$ cat src/rtl/tot_readout_ctrl.sv
// Readout sequencer for one TOT encoder channel: hit capture, settle window, result FIFO.
// Optional build macro TOT_ERRCNT_EN enables the saturating encoder-error counter.
module tot_readout_ctrl #(
  parameter int FIFO_DEPTH = 4,
  parameter int SETTLE_CYC = 1
) (
  input  logic        clk,
  input  logic        rst_n,
  input  logic        hit_valid,
  input  logic [31:0] hit_raw,
  input  logic [2:0]  hit_cnt_a,
  input  logic [2:0]  hit_cnt_b,
  output logic        hit_ready,
  output logic [31:0] enc_a,
  output logic [2:0]  enc_counter_a,
  output logic [2:0]  enc_counter_b,
  output logic [2:0]  enc_level,
  output logic [5:0]  enc_offset,
  output logic        enc_sel_raw,
  input  logic [2:0]  enc_coarse,
  input  logic [5:0]  enc_fine,
  input  logic        enc_error,
  input  logic        cfg_we,
  input  logic [9:0]  cfg_wdata,
  output logic        out_valid,
  output logic [9:0]  out_data,
  input  logic        out_ready,
  output logic        busy,
  output logic [7:0]  err_cnt
);

  localparam int AW = (FIFO_DEPTH > 1) ? $clog2(FIFO_DEPTH) : 1;
  localparam int CW = AW + 1;
  localparam logic [CW-1:0] DEPTH_C = CW'(FIFO_DEPTH);

  typedef enum logic [1:0] {IDLE, SETTLE, STORE} state_t;

  state_t          r_state;
  state_t          w_state_next;
  logic [3:0]      r_settle_cnt;
  logic [9:0]      r_shadow;
  logic [9:0]      r_fifo_mem [FIFO_DEPTH];
  logic [AW-1:0]   r_wr_ptr;
  logic [AW-1:0]   r_rd_ptr;
  logic [CW-1:0]   r_count;
  logic            w_accept;
  logic            w_push;
  logic            w_pop;

  assign hit_ready = (r_state == IDLE) && (r_count < DEPTH_C);
  assign w_accept  = hit_valid && hit_ready;
  assign w_push    = (r_state == STORE);
  assign out_valid = (r_count != '0);
  assign w_pop     = out_valid && out_ready;
  assign out_data  = r_fifo_mem[r_rd_ptr];
  assign busy      = (r_state != IDLE);

  always_ff @(posedge clk) begin
    if (!rst_n) r_state <= IDLE;
    else        r_state <= w_state_next;
  end

  always_comb begin
    w_state_next = r_state;
    case (r_state)
      IDLE:    if (w_accept) w_state_next = SETTLE;
      SETTLE:  if (r_settle_cnt <= 4'd1) w_state_next = STORE;
      STORE:   w_state_next = IDLE;
      default: w_state_next = IDLE;
    endcase
  end

  always_ff @(posedge clk) begin
    if (!rst_n)                 r_settle_cnt <= 4'd0;
    else if (w_accept)          r_settle_cnt <= 4'(SETTLE_CYC);
    else if (r_state == SETTLE) r_settle_cnt <= r_settle_cnt - 4'd1;
  end

  // Config is double-buffered: writes land in the shadow, the encoder sees it only per sample.
  always_ff @(posedge clk) begin
    if (!rst_n)      r_shadow <= {1'b0, 6'b000000, 3'b011};
    else if (cfg_we) r_shadow <= cfg_wdata;
  end

  always_ff @(posedge clk) begin
    if (!rst_n) begin
      enc_a         <= 32'hC000_0000;
      enc_counter_a <= 3'b011;
      enc_counter_b <= 3'b010;
      enc_level     <= 3'b011;
      enc_offset    <= 6'b000000;
      enc_sel_raw   <= 1'b0;
    end else if (w_accept) begin
      enc_a         <= hit_raw;
      enc_counter_a <= hit_cnt_a;
      enc_counter_b <= hit_cnt_b;
      enc_level     <= r_shadow[2:0];
      enc_offset    <= r_shadow[8:3];
      enc_sel_raw   <= r_shadow[9];
    end
  end

  always_ff @(posedge clk) begin
    if (w_push) r_fifo_mem[r_wr_ptr] <= {enc_error, enc_coarse, enc_fine};
  end

  always_ff @(posedge clk) begin
    if (!rst_n) begin
      r_wr_ptr <= '0;
      r_rd_ptr <= '0;
      r_count  <= '0;
    end else begin
      if (w_push) r_wr_ptr <= r_wr_ptr + 1'b1;
      if (w_pop)  r_rd_ptr <= r_rd_ptr + 1'b1;
      case ({w_push, w_pop})
        2'b10:   r_count <= r_count + 1'b1;
        2'b01:   r_count <= r_count - 1'b1;
        default: r_count <= r_count;
      endcase
    end
  end

`ifdef TOT_ERRCNT_EN
  logic [7:0] r_err_cnt;
  always_ff @(posedge clk) begin
    if (!rst_n)                                     r_err_cnt <= 8'd0;
    else if (w_push && enc_error && r_err_cnt != 8'hFF) r_err_cnt <= r_err_cnt + 8'd1;
  end
  assign err_cnt = r_err_cnt;
`else
  assign err_cnt = 8'd0;
`endif

endmodule

$ cat config.mk
export PLATFORM = sky130hd
export DESIGN_NAME = tot_readout_ctrl
export DESIGN_NICKNAME = d
export VERILOG_FILES = /design/src/rtl/tot_readout_ctrl.sv
export SDC_FILE = /design/constraint.sdc
export NUM_CORES = 1
export LEC_CHECK = 0
export CAP_MARGIN = 20
export CELL_PAD_IN_SITES_DETAIL_PLACEMENT = 0
export CELL_PAD_IN_SITES_GLOBAL_PLACEMENT = 1
export CORE_ASPECT_RATIO = 0.8
export CORE_MARGIN = 4
export CORE_UTILIZATION = 36
export CTS_CLUSTER_SIZE = 25
export DETAILED_ROUTE_END_ITERATION = 16
export HOLD_SLACK_MARGIN = 0.06
export PLACE_DENSITY = 0.85
export SLEW_MARGIN = 20
export SYNTH_ARGS = -nofsm -noshare
export SYNTH_HDL_FRONTEND = slang
export SYNTH_SLANG_ARGS = --single-unit
$ cat constraint.sdc
create_clock -name clk -period 2.45 [get_ports clk]
set_clock_uncertainty 0.2 [all_clocks]
set_input_delay 0.245 -clock clk [delete_from_list [all_inputs] [get_ports clk]]
set_output_delay 0.245 -clock clk [all_outputs]
set_load 0.005 [all_outputs]
==> impl_results.md <==
- Outcome: completed
- Total number of vias: slightly above 3000
- Yosys top cell by area: dfxtp_1
- Main synth FF type: dfxtp_1
- Ys async rst share: 0%
- Nets@finish: 579
- GPL Wtd Cong: 0.740
- Worst r2r dst: r_count[2]
- Antenna cell count: 0
- Max cap viols: 0
- Critical R2R Launch: r_state[0]
- Via density: 4.61
- Synth cell count leaders: nand2_1 (101), dfxtp_1 (73), a21boi_1 (42)
- RSZ-0062 raised after global routing: no
- Hold Crit Depth: 2
- Core area: roughly 0.012 sq mm
- Sw frac: 22.7%
- Mapped Area: 0.00442 sq mm
- Crit start category: flip-flop
- Largest family of logic cells by synthesized area: simple AND/OR/NAND/NOR gates
- Avg Inst Size Synth: 11.5 sq um
- CP Max Fanout: 10
- Path depth of the worst reg2reg path: 8
- LEAKAGE: 0.00236 uW
- Largest stage delay, worst path: around 530 ps
- Fin crit period: 2330 ps
- Sequential fraction of the synthesis area: around 60%
- Max Slew Vio Count: 0
- Crit-path cells: buf_6, mux4_2, clkdlybuf4s50_1
- Clk slew on worst S/H paths: 50 ps
- Num CTS Buffers: 17
- Max rail drop VDD: 627 uV
- Initial Util: 37.7%
- Wire per inst: 14.5 um
- Die area: 0.0141 sq mm
- CP bufs+invs: 2
- Grt ovf: 0
- Measured slew at the worst slew-check pin: 568 ps
- Worst skew pair latency: around 390 ps
- Yosys warns: 0
- Crit end category: output port
- Die height: between 100 and 150 um
- Yosys cell types: 37
- IO Count: approximately 130
- Fin util: 54.4%
- Final Hold Vio Count: 0
- Post-Synthesis Cells: 383
- Top cells by area, synth: dfxtp_1 (33%), edfxtp_1 (27%), nand2_1 (8.6%)
- Number of global-route vias before repair: 3186
- Pwr dens: 858 mW/mm^2
- Clock root buffer: clkbuf_16
- WL final: 9670 um
- Relative slew slack: 62.1%
- Post-synth EDFFs: 40
- Post-synthesis register bit count: 113
- CP Data Required Time: 2010 ps
- Row cnt: 35
- Fmax: roughly 430 MHz
- Clk pwr share: 46.2%
- Htree depth: 4
- Gr usage total: 14.3%
- Worst hold path startpoint: rst_n
- HPWL Detailed: 6600 um
- Final period utilization: 95.3%
- XOR/XNOR Fraction of Synth Area: 1.39%
- Clk buf depth: 2
- Combinational Power Share: 14.8%
- Drt drc: 0
- Critical path class: reg -> out
- Detail Route Antenna Nets: 0
- Ratio of cells with drive above 1 in the final layout: 9.98%
- Largest net degree at the start of global routing: 52
- CTS tree: done
- Clock Sinks: 113
- Area delta synth->final: 44.4%
- Initial antenna violation count: 0
- Synth Area in Compound Gates: 8.86%
- DR iter-0 viols: 106
- Cell family with most CP delay: buffers and inverters
- Multiplexer area fraction after synthesis: 7.59%
- R2r setup slk: 290 ps
- Die Wd: roughly 130 um
- CP max-delay cell: mux4_2
- Most frequent cell after synthesis: nand2_1
- Global-route wire length before repair: 15800 um
- Synth Area in Adders: between 2 and 2.5%
- Port Buffers: 123
- NetSw: 1240 uW
- Arr. time, crit path: 1890 ps
- Initial DRT Pass Iterations: 4
- Simple-Gate Fraction of Synth Area: between 10% and 20%
- Final setup viols: 0
- Internal power: 4230 uW
- Setup TNS: 0 ps
- Hold crit path type: in -> reg
- Seq pwr share: 39.0%
- Synth top area share: 33.1%
- Hold Path End: r_shadow[1]
[logic make-up after synthesis]
logic type	after synthesis
and+or+nand+nor	142
DFF	113
AOI/OAI and AO/OA	52
buffers and inverters	39
muxes	21
adders and majority gates	8
xor gates and xnor gates	7
other	1
[what timing repair did]
action	4_1_cts	5_1_grt
setup buffers	0	0
setup endpoints to repair	0	6
endpoints found under the hold margin	0	0
resized for setup	0	1
hold buffers	0	0
[worst reg2reg max path, stage by stage (launching register included)]
cell and delay, ps:
dfxtp_1 450, nor2b_1 100, inv_1 90, ha_1 190
inv_1 60, fa_1 370, xor2_1 150, or3_1 290
a21boi_0 170
[placed cells by master (no fill, tap or decap), types with 2 or more instances in the layout]
cell type	Yosys	layout
o21ai_0	2	2
clkbuf_16	0	17
dfxtp_1	73	73
mux2i_1	11	11
nand3b_1	2	2
nor2b_1	13	13
edfxtp_1	40	40
and2_1	8	8
conb_1	1	8
or3_1	2	2
clkinv_2	0	2
a21boi_1	42	42
clkinv_1	0	3
clkdlybuf4s50_1	0	122
inv_1	8	8
buf_12	0	3
nor2_1	4	4
nand2_1	101	101
bufinv_16	0	4
xnor2_1	5	5
clkinv_4	0	3
xor2_1	2	2
clkinvlp_4	0	2
buf_4	10	3
ha_1	7	7
nand3_1	7	7
mux4_2	10	10
[metal layers]
| layer | track usage, % | wire (um) | vias to the layer above |
|---|---|---|---|
| met3 | 9.62 | 1190 | 7 |
| met2 | 22.3 | 4390 | 112 |
| met4 | 4.42 | 88 | 0 |
| li1 | - | - | 1532 |
| met1 | 16.0 | 4000 | 1436 |
| met5 | 0 | 0 | - |
[power groups by stage]
stage	Combinational [uW]	Sequential, uW	Clock [uW]
6_report	811	2130	2530
5_1_grt	893	2150	2700
4_1_cts	826	2130	2590
3_5_place_dp	820	2170	0
3_3_place_gp	805	2160	0
2_1_floorplan	421	2160	0
[sequential cells by signal (all words and copies together), names as in the netlist, named ones only]
name,count
r_fifo_mem,40
enc_a,32
r_shadow,10
enc_offset,6
r_settle_cnt,4
enc_counter_a,3
enc_counter_b,3
enc_level,3
r_count,3
r_rd_ptr,2
r_state,2
r_wr_ptr,2
enc_sel_raw,1
[area by class of cell]
type	count	area (sq um)
flip-flops and latches	113	2660
clock buffers	17	425
inverters	8	30.0
well taps	148	185
clock inverters	15	191
repair buffers	130	1320
multi-input cells	238	1570
fillers	1006	5360
[worst max path at each step]
stage | endpoint | slack [ps] | cells past startpoint
after floorplan | r_count[2] | 360 | 9
after global placement | r_count[2] | 90 | 8
after detailed placement | r_count[2] | 20 | 8
after CTS | out_data[7] | 30 | 3
after global routing | out_data[7] | 10 | 3
final | out_data[8] | 120 | 3
[stage by stage]
stage	area, sq um	hold WS [ps]	setup WS, ps	power [uW]	cells
after global placement	5760	237	85.0	2970	637
after detailed placement	5760	244	19.3	2990	637
after floorplan	4450	144	361	2580	390
after global routing	6380	136	13.5	5740	669
final	6380	92.9	115	5470	669
after CTS	6380	100	26.5	5550	669
(Power assumes the default switching activity.)
